==> config.mk <==
export PLATFORM = sky130hd
export DESIGN_NAME = chaos_response_ctrl
export DESIGN_NICKNAME = d
export VERILOG_FILES = /design/src/rtl/chaos_response_ctrl_pkg.sv /design/src/rtl/chaos_score_filter.sv /design/src/rtl/chaos_response_ctrl.sv
export SDC_FILE = /design/constraint.sdc
export NUM_CORES = 1
export LEC_CHECK = 0
export BUFFER_PORTS_ARGS = -buffer_cell sky130_fd_sc_hd__buf_2
export CORE_MARGIN = 2
export CORE_UTILIZATION = 41
export CTS_CLUSTER_SIZE = 40
export DETAILED_ROUTE_END_ITERATION = 8
export GPL_TIMING_DRIVEN = 0
export HOLD_SLACK_MARGIN = 0.1
export MAX_ROUTING_LAYER = met4
export PLACE_DENSITY = 0.66
export SLEW_MARGIN = 20
export SYNTH_ARGS = -nofsm -noshare
export SYNTH_HDL_FRONTEND = slang
export SYNTH_HIERARCHICAL = 1
export SYNTH_SLANG_ARGS = --single-unit
==> constraint.sdc <==
create_clock -name clk -period 4.15 [get_ports clk]
set_clock_uncertainty 0.2 [all_clocks]
set_input_delay 0.6225 -clock clk [delete_from_list [all_inputs] [get_ports clk]]
set_output_delay 0.6225 -clock clk [all_outputs]
set_load 0.005 [all_outputs]
==> src/rtl/chaos_response_ctrl_pkg.sv <==
// Shared definitions for the chaos response controller: state encoding,
// severity level codes, default thresholds and small decode helpers.
package chaos_response_ctrl_pkg;

   localparam int unsigned HIST_DEPTH = 4;

   typedef enum logic [2:0] {
      ST_NORMAL   = 3'd0,
      ST_WATCH    = 3'd1,
      ST_THROTTLE = 3'd2,
      ST_FLUSH    = 3'd3,
      ST_COOLDOWN = 3'd4
   } chaos_state_e;

   localparam logic [1:0] LVL_NORMAL   = 2'd0;
   localparam logic [1:0] LVL_WATCH    = 2'd1;
   localparam logic [1:0] LVL_THROTTLE = 2'd2;
   localparam logic [1:0] LVL_FLUSH    = 2'd3;

   localparam logic [15:0] DEF_WATCH_TH    = 16'h0200;
   localparam logic [15:0] DEF_THROTTLE_TH = 16'h0400;
   localparam logic [15:0] DEF_FLUSH_TH    = 16'h0800;
   localparam logic [15:0] DEF_HYST        = 16'h0080;

   function automatic logic [1:0] state_level(input chaos_state_e s);
      logic [1:0] lvl;
      lvl = LVL_NORMAL;
      case (s)
         ST_WATCH:    lvl = LVL_WATCH;
         ST_THROTTLE: lvl = LVL_THROTTLE;
         ST_COOLDOWN: lvl = LVL_THROTTLE;
         ST_FLUSH:    lvl = LVL_FLUSH;
         default:     lvl = LVL_NORMAL;
      endcase
      return lvl;
   endfunction

   function automatic logic is_throttling(input chaos_state_e s);
      return (s == ST_THROTTLE) || (s == ST_COOLDOWN);
   endfunction

endpackage

==> src/rtl/chaos_score_filter.sv <==
// Four-entry score history and unrounded moving average (sum >> 2).
module chaos_score_filter
   import chaos_response_ctrl_pkg::*;
#(
   parameter int unsigned SCORE_W = 16
) (
   input  logic               clk,
   input  logic               reset_n,
   input  logic [SCORE_W-1:0] score,
   output logic [SCORE_W-1:0] avg
);

   logic [SCORE_W-1:0] hist [HIST_DEPTH];
   logic [SCORE_W+1:0] sum;

   always_ff @(posedge clk or negedge reset_n) begin
      if (!reset_n) begin
         for (int unsigned i = 0; i < HIST_DEPTH; i++) hist[i] <= '0;
      end else begin
         hist[0] <= score;
         for (int unsigned i = 1; i < HIST_DEPTH; i++) hist[i] <= hist[i-1];
      end
   end

   always_comb begin
      sum = '0;
      for (int unsigned i = 0; i < HIST_DEPTH; i++) sum = sum + {2'b00, hist[i]};
   end

   assign avg = sum[SCORE_W+1:2];

endmodule

==> src/rtl/chaos_response_ctrl.sv <==
// Chaos score consumer: smooths the score, classifies severity with hysteresis
// and drives throttle, stall and flush request/acknowledge countermeasures.
module chaos_response_ctrl
   import chaos_response_ctrl_pkg::*;
#(
   parameter int unsigned       SCORE_W         = 16,
   parameter logic [SCORE_W-1:0] WATCH_TH       = DEF_WATCH_TH,
   parameter logic [SCORE_W-1:0] THROTTLE_TH    = DEF_THROTTLE_TH,
   parameter logic [SCORE_W-1:0] FLUSH_TH       = DEF_FLUSH_TH,
   parameter logic [SCORE_W-1:0] HYST           = DEF_HYST,
   parameter int unsigned       PERSIST_CYC     = 4,
   parameter int unsigned       THROTTLE_PERIOD = 4,
   parameter int unsigned       COOLDOWN_CYC    = 32
) (
   input  logic               clk,
   input  logic               reset_n,
   input  logic [SCORE_W-1:0] chaos_score_in,
   input  logic               enable,
   input  logic               flush_ack,
   output logic               flush_req,
   output logic               stall_pipeline,
   output logic               throttle_stall,
   output logic [1:0]         chaos_level,
   output logic [7:0]         recovery_count
);

   localparam int unsigned PW = $clog2(PERSIST_CYC + 1);
   localparam int unsigned TW = $clog2(THROTTLE_PERIOD);
   localparam int unsigned CW = $clog2(COOLDOWN_CYC + 1);

   chaos_state_e    state, state_nx;
   logic [PW-1:0]   persist_cnt, persist_nx;
   logic [TW-1:0]   period_cnt, period_nx;
   logic [CW-1:0]   cool_cnt, cool_nx;
   logic [SCORE_W-1:0] avg;

   logic esc_cond, deesc_cond, escalate, flush_done;
   logic flush_nx, stall_nx, throttle_nx;
   logic [1:0] level_nx;
   logic [7:0] recovery_nx;

   chaos_score_filter #(.SCORE_W(SCORE_W)) u_filter (
      .clk     (clk),
      .reset_n (reset_n),
      .score   (chaos_score_in),
      .avg     (avg)
   );

   always_ff @(posedge clk or negedge reset_n) begin
      if (!reset_n) begin
         state       <= ST_NORMAL;
         persist_cnt <= '0;
         period_cnt  <= '0;
         cool_cnt    <= '0;
      end else begin
         state       <= state_nx;
         persist_cnt <= persist_nx;
         period_cnt  <= period_nx;
         cool_cnt    <= cool_nx;
      end
   end

   always_comb begin
      esc_cond   = 1'b0;
      deesc_cond = 1'b0;
      case (state)
         ST_NORMAL:   esc_cond = (avg >= WATCH_TH);
         ST_WATCH: begin
            esc_cond   = (avg >= THROTTLE_TH);
            deesc_cond = (avg < (WATCH_TH - HYST));
         end
         ST_THROTTLE: begin
            esc_cond   = (avg >= FLUSH_TH);
            deesc_cond = (avg < (THROTTLE_TH - HYST));
         end
         default: ;
      endcase
      escalate   = esc_cond && (persist_cnt == PW'(PERSIST_CYC - 1));
      flush_done = (state == ST_FLUSH) && flush_ack && flush_req;
   end

   always_comb begin
      state_nx = state;
      case (state)
         ST_NORMAL:
            if (enable && escalate) state_nx = ST_WATCH;
         ST_WATCH:
            if (!enable || deesc_cond) state_nx = ST_NORMAL;
            else if (escalate)         state_nx = ST_THROTTLE;
         ST_THROTTLE:
            if (!enable)         state_nx = ST_NORMAL;
            else if (deesc_cond) state_nx = ST_WATCH;
            else if (escalate)   state_nx = ST_FLUSH;
         // a disabled controller still finishes the handshake, skipping COOLDOWN
         ST_FLUSH:
            if (flush_done) state_nx = enable ? ST_COOLDOWN : ST_NORMAL;
         ST_COOLDOWN:
            if (!enable) state_nx = ST_NORMAL;
            else if (cool_cnt == CW'(COOLDOWN_CYC - 1))
               state_nx = (avg >= WATCH_TH) ? ST_WATCH : ST_NORMAL;
         default: state_nx = ST_NORMAL;
      endcase
   end

   always_comb begin
      persist_nx = (!enable || (state_nx != state) || !esc_cond) ? '0 : persist_cnt + PW'(1);
      cool_nx    = ((state == ST_COOLDOWN) && (state_nx == ST_COOLDOWN)) ? cool_cnt + CW'(1) : '0;
      period_nx  = '0;
      // period restarts at 0 on entry, so the first pulse lands one cycle later
      if ((state_nx == state) && is_throttling(state) && (period_cnt != TW'(THROTTLE_PERIOD - 1)))
         period_nx = period_cnt + TW'(1);
   end

   always_comb begin
      level_nx    = state_level(state_nx);
      flush_nx    = (state_nx == ST_FLUSH);
      stall_nx    = (state_nx == ST_FLUSH);
      throttle_nx = (state_nx == state) && is_throttling(state) && (period_cnt == '0);
      recovery_nx = recovery_count;
      if (flush_done && (recovery_count != 8'hFF)) recovery_nx = recovery_count + 8'd1;
   end

   always_ff @(posedge clk or negedge reset_n) begin
      if (!reset_n) begin
         flush_req      <= 1'b0;
         stall_pipeline <= 1'b0;
         throttle_stall <= 1'b0;
         chaos_level    <= LVL_NORMAL;
         recovery_count <= '0;
      end else begin
         flush_req      <= flush_nx;
         stall_pipeline <= stall_nx;
         throttle_stall <= throttle_nx;
         chaos_level    <= level_nx;
         recovery_count <= recovery_nx;
      end
   end

endmodule
==> summary.txt, run 1 <==
Status
  • Status: finished with violations
  • Failing checks: setup timing

Global route
  • Initial antenna violation count: 0
  • Global-route wire length before repair: around 13,000 um
  • Largest net degree at the start of global routing: 53
  • GRT Total Usage: between 10% and 20%
  • Number of global-route vias before repair: 2,929
  • Global route overflow: 0

Place
  • Dpl ws: -0.454 ns
  • Dpl cells: 569
  • I/O Buffers: 32
  • Gpl congestion: 0.873
  • HPWL after DPL: roughly 5400 um

Layout
  • Nets@finish: approximately 520
  • Fraction of layout instances using a drive strength above 1: 19.1%
  • Non-filler cells, final: just under 600
  • Final Util: about 48%
  • Area delta synth->final: 14.7%
  • Antenna cells: 0

Timing
  • Final min period: 4.33 ns
  • Setup ws final: -0.180 ns
  • Relative slew slack: between 40% and 50%
  • Tcrit/Tclk final: 104%
  • Slew @ Worst Pin: between 0.8 and 0.9 ns
  • Worst Hold Margin: between 0.15 and 0.2 ns
  • Hold Fails Final Rpt: 0
  • Fin. max-slew vios: 0
  • RSZ-0062 raised after global routing: true
  • Fmax: around 230 MHz
  • Final setup fails: 10

Routing
  • WL met2: 3530 um
  • Initial DRC count: 151
  • Number of routed nets with antenna violations: 0
  • Vias/cell: 4.76
  • Highest Signal Layer: met4
  • Vias: around 2,800
  • DRT Pass-1 Iters: 4
  • Post-route DRC: 0
  • Wirelength, routed: a little over 7000 um
  • Wire per inst: roughly 12 um
  • Routed length on met3: 368 um
  • Wl on met1: roughly 3200 um

Power
  • Leak pwr: approximately 2.7 nW
  • PD cells: 422 mW/mm^2
  • VDD IR max: roughly 180 uV

Synthesis
  • Mapped Cells: about 400
  • Syn avg cell area: about 12 um^2
  • Mapped cell area: around 0.0046 mm^2
  • Syn_nets: about 470
  • Ys Warns: 6

Clocking
  • Clock sinks: 90
  • H-tree Lvls: 3
  • Number of buffers created by CTS: 9
  • Clk buf depth: 2
  • Clock Pin Slew Worst Setup and Hold Paths: ~0.08 ns
  • Skew-Pair Late Insertion Delay: between 0.3 and 0.4 ns
  • CTS tree: built
  • Clk root buf: clkbuf_8

Setup path
  • CP endpoint: stall_pipeline
  • WS Path Type: register to register
  • Worst reg2reg path depth: 15
  • WP data arrival: between 4 and 5 ns
  • Worst-path fanout max: 5
  • Critical R2R Launch: u_filter/hist[25]
  • Critical path required time: roughly 4.3 ns
  • R2r setup slk: -0.18 ns
  • CP Capture Type: register
  • RR Endpoint: stall_pipeline
  • Critical Path Source Type: register
  • Critical path startpoint: u_filter/hist[25]

Die
  • # IOs: 33
  • Initial core utilization: between 40% and 50%
  • Die area: approximately 0.012 mm^2
  • Die width: 110 um
  • Die H: ~110 um
  • Core Region: ~0.011 mm^2
  • Rows: 38

Min path
  • Worst Hold Depth: 1
  • Hold Path Class: primary input to register

Flow run
  • Max-cap check violation count: 0
critical path, cell delays in order (launching register included):
cell,delay [ns]
dfrtp_1,0.38
inv_1,0.08
fa_1,0.44
fa_1,0.51
inv_1,0.04
ha_2,0.32
a21oi_4,0.19
nand2_1,0.12
a41oi_2,0.27
and3_4,0.26
a21oi_4,0.06
or4_4,0.54
o211a_1,0.27
a31o_4,0.22
o211ai_4,0.22
and2_1,0.16
cell type report:
class,instances,area [um^2]
inverter,103,387
sequential,90,2250
buffer,2,11.3
multi-input combinational,201,2010
tap,140,175
fill,997,5600
timing repair buffer,39,238
clock buffer,14,153
clock inverter,2,12.5
stage by stage:
step	total power [W]	setup TNS [ns]	instance area, um^2
6_report	0.00221	-1.01	5240
4_1_cts	0.00221	-1.22	5170
3_3_place_gp	0.00162	-1.97	4910
5_1_grt	0.00239	-3.24	5240
2_1_floorplan	0.00149	0	4570
3_5_place_dp	0.00164	-3.00	4940
state kept, by name (all words and copies together) (netlist names):
| signal | flops |
|---|---|
| u_filter/hist | 64 |
| recovery_count | 8 |
| cool_cnt | 6 |
| persist_cnt | 3 |
| state | 3 |
| chaos_level | 2 |
| period_cnt | 2 |
| stall_pipeline | 1 |
| throttle_stall | 1 |
report_power, final:
part,internal [W],total (W),leakage [nW],switching [W]
Sequential,0.000915,0.000934,1.11,0.0000188
Clock,0.000234,0.000509,0.0807,0.000275
Combinational,0.000327,0.000771,1.48,0.000444
Total,0.00148,0.00221,2.66,0.000738
routing by layer:
layer | track usage [%] | vias to the layer above
li1 | - | 1357
met1 | 16.5 | 1389
met2 | 22.8 | 60
met3 | 5.28 | 8
met4 | 5.24 | 0
met5 | - | -
worst min-delay path by stage:
| stage | from | end | slack [ns] |
|---|---|---|---|
| 2_1_floorplan | reset_n | chaos_level[0] | 0.13 |
| 6_report | chaos_score_in[7] | u_filter/hist[55] | 0.17 |
| 5_1_grt | chaos_score_in[1] | u_filter/hist[49] | 0.13 |
| 3_5_place_dp | u_filter/hist[61] | u_filter/hist[45] | 0.16 |
| 4_1_cts | chaos_score_in[1] | u_filter/hist[49] | 0.14 |
| 3_3_place_gp | u_filter/hist[31] | u_filter/hist[15] | 0.16 |
placed cells by master (no fill, tap or decap), types with 5 or more instances in the layout:
cell      instances
a21oi_1           7
and2_1            5
buf_2            31
buf_4             7
clkbuf_1          5
clkbuf_8         10
dfrtp_1          90
fa_1             31
ha_1             18
inv_1           102
nand2_1          14
nand3_1           8
nand4_1          10
nor2_1           15
xnor2_1           9
xor2_1            8
repair_timing:
action                                 CTS  global route
endpoints found under the hold margin   38             0
resized for setup                       10            11
setup endpoints to repair               11            11
pin swaps                               13             6
hold buffers                             1             0
setup buffers                            3             2
(Power assumes the default switching activity.)
==> run 2: changes to the inputs <==
Settings changed: REMOVE_ABC_BUFFERS set to 1.
==> run 2 against run 1 <==
The flow still finishes with violations (setup timing). Sequential cell count unchanged. Via count is 1.6% lower. Critical path depth rose by 2. Setup slack worse by 0.082 ns. Non-clock buffer count fell by 1. Die area did not move. Critical path type unchanged.
==> summary.txt, run 2 (synthesized netlist as in run 1, its figures left out) <==
Die
  • Die area: 0.0120 mm^2 (unchanged)
  • Core Region: 0.0108 mm^2 (unchanged)
  • Initial core utilization: 42.2% (unchanged)
  • Die H: 110 um (unchanged)
  • # IOs: 33 (unchanged)
  • Rows: 38 (unchanged)
  • Die width: 110 um (unchanged)

Routing
  • Wire per inst: 12.2 um (+0.62%)
  • Post-route DRC: 0 (unchanged)
  • Vias: 2,770 (-1.6%)
  • DRT Pass-1 Iters: 4 (unchanged)
  • Vias/cell: 4.69 (-1.4%)
  • Wirelength, routed: 7210 um (+0.45%)
  • Initial DRC count: 108 (-28%)
  • Number of routed nets with antenna violations: 0 (unchanged)

Status
  • Failing checks: setup timing
  • Status: finished with violations

Timing
  • Hold Fails Final Rpt: 0 (unchanged)
  • Final setup fails: 11 (+1)
  • Slew @ Worst Pin: 0.762 ns (-0.0431 ns)
  • Final min period: 4.41 ns (+0.0818 ns)
  • Fin. max-slew vios: 0 (unchanged)
  • Tcrit/Tclk final: 106% (+2.0 points)
  • Fmax: 227 MHz (-1.9%)
  • Setup ws final: -0.262 ns (-0.0818 ns)
  • RSZ-0062 raised after global routing: true
  • Relative slew slack: 48.9% (+2.9 points)

Global route
  • Global route overflow: 0 (unchanged)
  • Largest net degree at the start of global routing: 47 (-11%)
  • Initial antenna violation count: 0 (unchanged)
  • Number of global-route vias before repair: 2,859 (-2.4%)
  • Global-route wire length before repair: 13,000 um (+2.2%)
  • GRT Total Usage: 14.6% (+0.37 points)

Setup path
  • WS Path Type: register to register
  • WP data arrival: 4.46 ns (+0.03 ns)
  • Top delay family on crit path: simple AND/OR/NAND/NOR gates
  • Critical-path top delay cell: fa_1
  • Worst-path fanout max: 3 (-2)
  • Critical path required time: 4.20 ns (-0.05 ns)
  • Critical Path, Cell by Cell: inv_2 > fa_1 > inv_2 > fa_1 > nand3b_1 > inv_1 > fa_2 > a21oi_2 > o211ai_2 > nand4_1 > and3_4 > a21oi_4 > or4_4 > o211a_1 > a31oi_1 > o32ai_2 > or2_1
  • WP buf/inv: 3 (+1)
  • CP Capture Type: register
  • Critical Path Source Type: register
  • CP max stage delay: 0.55 ns (about the same)
  • R2r setup slk: -0.26 ns (-0.08 ns)

Power
  • Leak pwr: 2.68 nW (+0.60%)
  • PD cells: 436 mW/mm^2 (+3.3%)
  • VDD IR max: 223 uV (+22%)

Layout
  • Fraction of layout instances using a drive strength above 1: 20.2% (+1.2 points)
  • Nets@finish: 518 (-0.19%)
  • Design Area, Final: 0.00526 mm^2 (+0.33%)
  • Biggest register: u_filter/hist
  • Antenna cells: 0 (unchanged)
  • Final Util: 48.5% (+0.16 points)
  • Area delta synth->final: 15.1%
  • Largest register FFs: 64 (unchanged)
  • Commonest non-fill, non-tap cells in the layout: inv_1 (100), dfrtp_1 (90), buf_2 (31), fa_1 (31), ha_1 (18)
  • Commonest non-fill, non-tap cell in the layout: inv_1
  • Largest regs: u_filter/hist (64), recovery_count (8), cool_cnt (6)
  • Fillers: 982 (-1.5%)

Clocking
  • Clock Pin Slew Worst Setup and Hold Paths: 0.08 ns (about the same)
  • CTS tree: built
  • Clk buf depth: 2 (unchanged)
  • Clk root buf: clkbuf_8
  • Clock sinks: 90 (unchanged)
  • Skew-Pair Late Insertion Delay: 0.37 ns (about the same)
  • Number of buffers created by CTS: 9 (unchanged)
  • H-tree Lvls: 3 (unchanged)

Place
  • Dpl cell area: 0.00492 mm^2 (-0.46%)
  • Gpl congestion: 0.875 (+0.22%)
  • HPWL after DPL: 5320 um (-1.8%)
  • I/O Buffers: 32 (unchanged)

Flow run
  • Max-cap check violation count: 0 (unchanged)

Min path
  • Hold Path Class: primary input to register
[run 2: cell types whose count changed in the layout (fill, tap and decap cells not counted), sizes merged]
cell,before,now
clkinvlp,1,0
[run 2: worst register-to-register path: stages (launching register included)]
cell and delay [ns]:
dfrtp_1 0.35, inv_2 0.04, fa_1 0.55, inv_2 0.04, fa_1 0.44, nand3b_1 0.13
inv_1 0.06, fa_2 0.33, a21oi_2 0.13, o211ai_2 0.13, nand4_1 0.20, and3_4 0.25
a21oi_4 0.06, or4_4 0.54, o211a_1 0.25, a31oi_1 0.21, o32ai_2 0.14, or2_1 0.25
[run 2: through the flow]
step | hold WS [ns] | instances | TNS, ns | total power [W] | worst slack [ns]
6_report | 0.157 | 590 | -1.53 | 0.00229 | -0.262
5_1_grt | 0.134 | 590 | -3.50 | 0.00247 | -0.440
4_1_cts | 0.124 | 589 | -1.23 | 0.00229 | -0.203
3_5_place_dp | 0.159 | 567 | -2.66 | 0.00164 | -0.425
3_3_place_gp | 0.158 | 566 | -2.21 | 0.00161 | -0.359
2_1_floorplan | 0.127 | 394 | -0.00802 | 0.00149 | -0.00802
[run 2: power breakdown]
| group | switching [W] | total (W) | leakage (nW) | internal (W) |
|---|---|---|---|---|
| sequential | 0.0000186 | 0.000934 | 1.11 | 0.000915 |
| combinational | 0.000445 | 0.000778 | 1.47 | 0.000332 |
| clock | 0.000283 | 0.000582 | 0.106 | 0.000299 |
[run 2: area by class of cell]
class | instances | area, um^2 | area share (%)
clock buffer | 15 | 196 | 3.73
clock inverter | 1 | 5.00 | 0.0951
inverter | 103 | 387 | 7.35
multi-input combinational | 201 | 2010 | 38.2
sequential | 90 | 2250 | 42.8
tap | 140 | 175 | 3.33
timing repair buffer | 40 | 238 | 4.52
[run 2: layer usage]
metal / GRT usage [%] / up-vias / share of wire (%)
li1: - / 1355 / -
met2: 21.6 / 47 / 47
met4: 7.69 / 0 / 2.4
met1: 18.7 / 1355 / 47
met5: - / - / 0
met3: 3.73 / 13 / 3.8
[run 2: worst paths after layout]
path | to | start | cells after the start
max | chaos_level[1] | u_filter/hist[1] | 17
min | u_filter/hist[55] | chaos_score_in[7] | 1
max reg2reg | chaos_level[1] | u_filter/hist[1] | 17
min reg2reg | u_filter/hist[29] | u_filter/hist[45] | 0
max in group asynchronous | persist_cnt[0] | reset_n | 3
min in group asynchronous | u_filter/hist[37] | reset_n | 2
[run 2: repair_timing]
| action | in CTS | in global routing |
|---|---|---|
| buffers inserted | 5 | 1 |
| setup endpoints to repair | 11 | 11 |
| hold endpoints to repair | 44 | 0 |
| pin swaps | 13 | 8 |
| gates resized for setup | 10 | 13 |
| hold buffers | 1 | 0 |
==> run 3: changes to the inputs <==
Settings changed: CORE_UTILIZATION 41 to 35, PLACE_DENSITY 0.66 to 0.59.
==> run 3 against run 2 <==
The flow still finishes with violations (setup timing). Highest routed layer unchanged. Sequential cell count did not move. Setup slack improved by 0.12 ns. Critical endpoint is now stall_pipeline. Clock power up 56%. Utilization fell by 5.3 points. Maximum frequency up 2.9%. First-iteration DRC count is 0.93% higher.
==> summary.txt, run 3 (synthesized netlist as in run 1, its figures left out) <==
Layout
  • Commonest non-fill, non-tap cells in the layout: inv_1 (102), dfrtp_1 (90), buf_2 (31), fa_1 (31), ha_1 (17)
  • Area delta synth->final: 19.9%
  • Fraction of layout instances using a drive strength above 1: 20.5% (+0.26 points)
  • Biggest register: u_filter/hist
  • Commonest non-fill, non-tap cell in the layout: inv_1
  • Nets@finish: 522 (+0.77%)
  • Antenna cells: 0 (unchanged)
  • Largest register FFs: 64 (unchanged)
  • Non-filler cells, final: 626 (+6.1%)
  • Largest regs: u_filter/hist (64), recovery_count (8), cool_cnt (6)
  • Fillers: 1,199 (+22%)

Setup path
  • Critical Path Source Type: register
  • Critical path required time: 4.23 ns (+0.03 ns)
  • Worst-path fanout max: 5 (+2)
  • WP data arrival: 4.37 ns (-0.09 ns)
  • WS Path Type: register to register
  • CP Capture Type: register

Power
  • Flop pwr share: 35.5% (-5.2 points)
  • VDD IR max: 246 uV (+10%)
  • Pwr Total: 0.00263 W (+15%)
  • Clock power frac: 34.4% (+9.0 points)
  • Cell-internal power: 0.00185 W (+20%)
  • Sw power: 0.000784 W (+4.9%)
  • Leak pwr: 2.76 nW (+3.0%)
  • Switching Fraction: 29.8% (-2.8 points)
  • PD cells: 481 mW/mm^2 (+10%)
  • Comb power frac: 30.1% (-3.8 points)

Die
  • Die area: 0.0140 mm^2 (+16%)
  • # IOs: 33 (unchanged)
  • Rows: 41 (+7.9%)
  • Core Region: 0.0127 mm^2 (+17%)
  • Die H: 118 um (+7.9%)
  • Initial core utilization: 36.1% (-6.1 points)
  • Die width: 118 um (+7.9%)

Timing
  • Worst Hold Margin: 0.171 ns (+0.0144 ns)
  • Relative slew slack: 43.2% (-5.7 points)
  • Final setup fails: 7 (-4)
  • Fin. max-slew vios: 0 (unchanged)
  • RSZ-0062 raised after global routing: true
  • Setup ws final: -0.138 ns (+0.124 ns)
  • Setup TNS after final layout: -0.702 ns (+0.824 ns)
  • Tcrit/Tclk final: 103% (-3.0 points)
  • Final min period: 4.29 ns (-0.124 ns)
  • Slew @ Worst Pin: 0.847 ns (+0.0847 ns)
  • Hold Fails Final Rpt: 0 (unchanged)
  • Fmax: 233 MHz (+2.9%)

Routing
  • Vias: 2,814 (+1.6%)
  • Wirelength, routed: 7470 um (+3.6%)
  • Number of routed nets with antenna violations: 0 (unchanged)
  • Wire per inst: 11.9 um (-2.3%)
  • Initial DRC count: 109 (+0.93%)
  • Post-route DRC: 0 (unchanged)
  • Vias/cell: 4.50 (-4.3%)
  • DRT Pass-1 Iters: 4 (unchanged)

Global route
  • Global route overflow: 0 (unchanged)
  • Initial antenna violation count: 0 (unchanged)
  • GRT Total Usage: 12.4% (-2.3 points)
  • Global-route wire length before repair: 13,400 um (+3.3%)
  • Largest net degree at the start of global routing: 48 (+2.1%)
  • Number of global-route vias before repair: 2,997 (+4.8%)

Place
  • Dpl ws: -0.401 ns (+0.0237 ns)
  • HPWL after DPL: 5510 um (+3.5%)
  • Gpl congestion: 0.858 (-1.9%)
  • Dpl cells: 599 (+5.6%)
  • I/O Buffers: 32 (unchanged)

Status
  • Status: finished with violations
  • Failing checks: setup timing

Flow run
  • Max-cap check violation count: 0 (unchanged)

Clocking
  • CTS tree: built
  • Clk root buf: clkbuf_16
  • H-tree Lvls: 3 (unchanged)
  • Clock Pin Slew Worst Setup and Hold Paths: 0.06 ns (-0.02 ns)
  • Clock sinks: 90 (unchanged)
  • Skew-Pair Late Insertion Delay: 0.35 ns (-0.02 ns)
  • Clk buf depth: 2 (unchanged)
  • Number of buffers created by CTS: 9 (unchanged)

Min path
  • Hold Path Class: register to register
## run 3: final timing paths
| kind | slack [ns] | cells after the start | to | startpoint |
|---|---|---|---|---|
| setup / recovery | -0.14 | 15 | stall_pipeline | u_filter/hist[24] |
| hold / removal | 0.17 | 0 | u_filter/hist[15] | u_filter/hist[31] |
| setup reg to reg | -0.14 | 15 | stall_pipeline | u_filter/hist[24] |
| hold reg to reg | 0.17 | 0 | u_filter/hist[15] | u_filter/hist[31] |
| max in group asynchronous | 2.53 | 3 | recovery_count[7] | reset_n |
| min in group asynchronous | 0.61 | 2 | u_filter/hist[40] | reset_n |
## run 3: critical path, stage by stage (launching register included)
cell      delay (ns)
dfrtp_1         0.38
inv_1           0.08
fa_1            0.44
fa_1            0.51
inv_1           0.04
ha_1            0.33
nand2_1         0.17
o211ai_1        0.15
a31oi_1         0.23
o21ai_2         0.09
xor2_1          0.16
or4_4           0.56
o211a_1         0.27
a31o_4          0.22
o211ai_4        0.22
and2_1          0.17
## run 3: per-stage QoR
stage	cell area (um^2)	util, %
4_1_cts	5430	42.9
3_5_place_dp	4960	39.2
3_3_place_gp	4930	38.9
6_report	5480	43.3
5_1_grt	5480	43.3
2_1_floorplan	4560	-
## run 3: repair_timing
action	in CTS	in global routing
gates resized for setup	13	6
setup endpoints to repair	11	11
hold buffers	1	0
buffers inserted	8	2
endpoints found under the hold margin	43	0
pin swaps	16	6
## run 3: per-layer routing
layer	vias to the layer above	part of all wire, %	track usage, %
met5	-	0	-
met4	0	3.0	7.23
met3	18	3.8	3.62
met2	42	48	18.3
met1	1390	45	15.0
li1	1364	-	-
## run 3: layout make-up
type	instances	area, um^2	area share, %
multi-input cells	201	2020	36.8
clock buffers	10	229	4.18
clock inverters	6	105	1.92
inverters	103	387	7.05
flip-flops and latches	90	2250	41.1
repair buffers	44	275	5.02
well taps	172	215	3.93
## run 3: power by group through the flow
stage | Clock [W] | Combinational [W] | Sequential (W)
after floorplan | 0 | 0.000540 | 0.000946
after global placement | 0 | 0.000670 | 0.000949
after detailed placement | 0 | 0.000681 | 0.000952
after CTS | 0.000942 | 0.000766 | 0.000936
after global routing | 0.000972 | 0.000899 | 0.000939
final | 0.000907 | 0.000792 | 0.000935
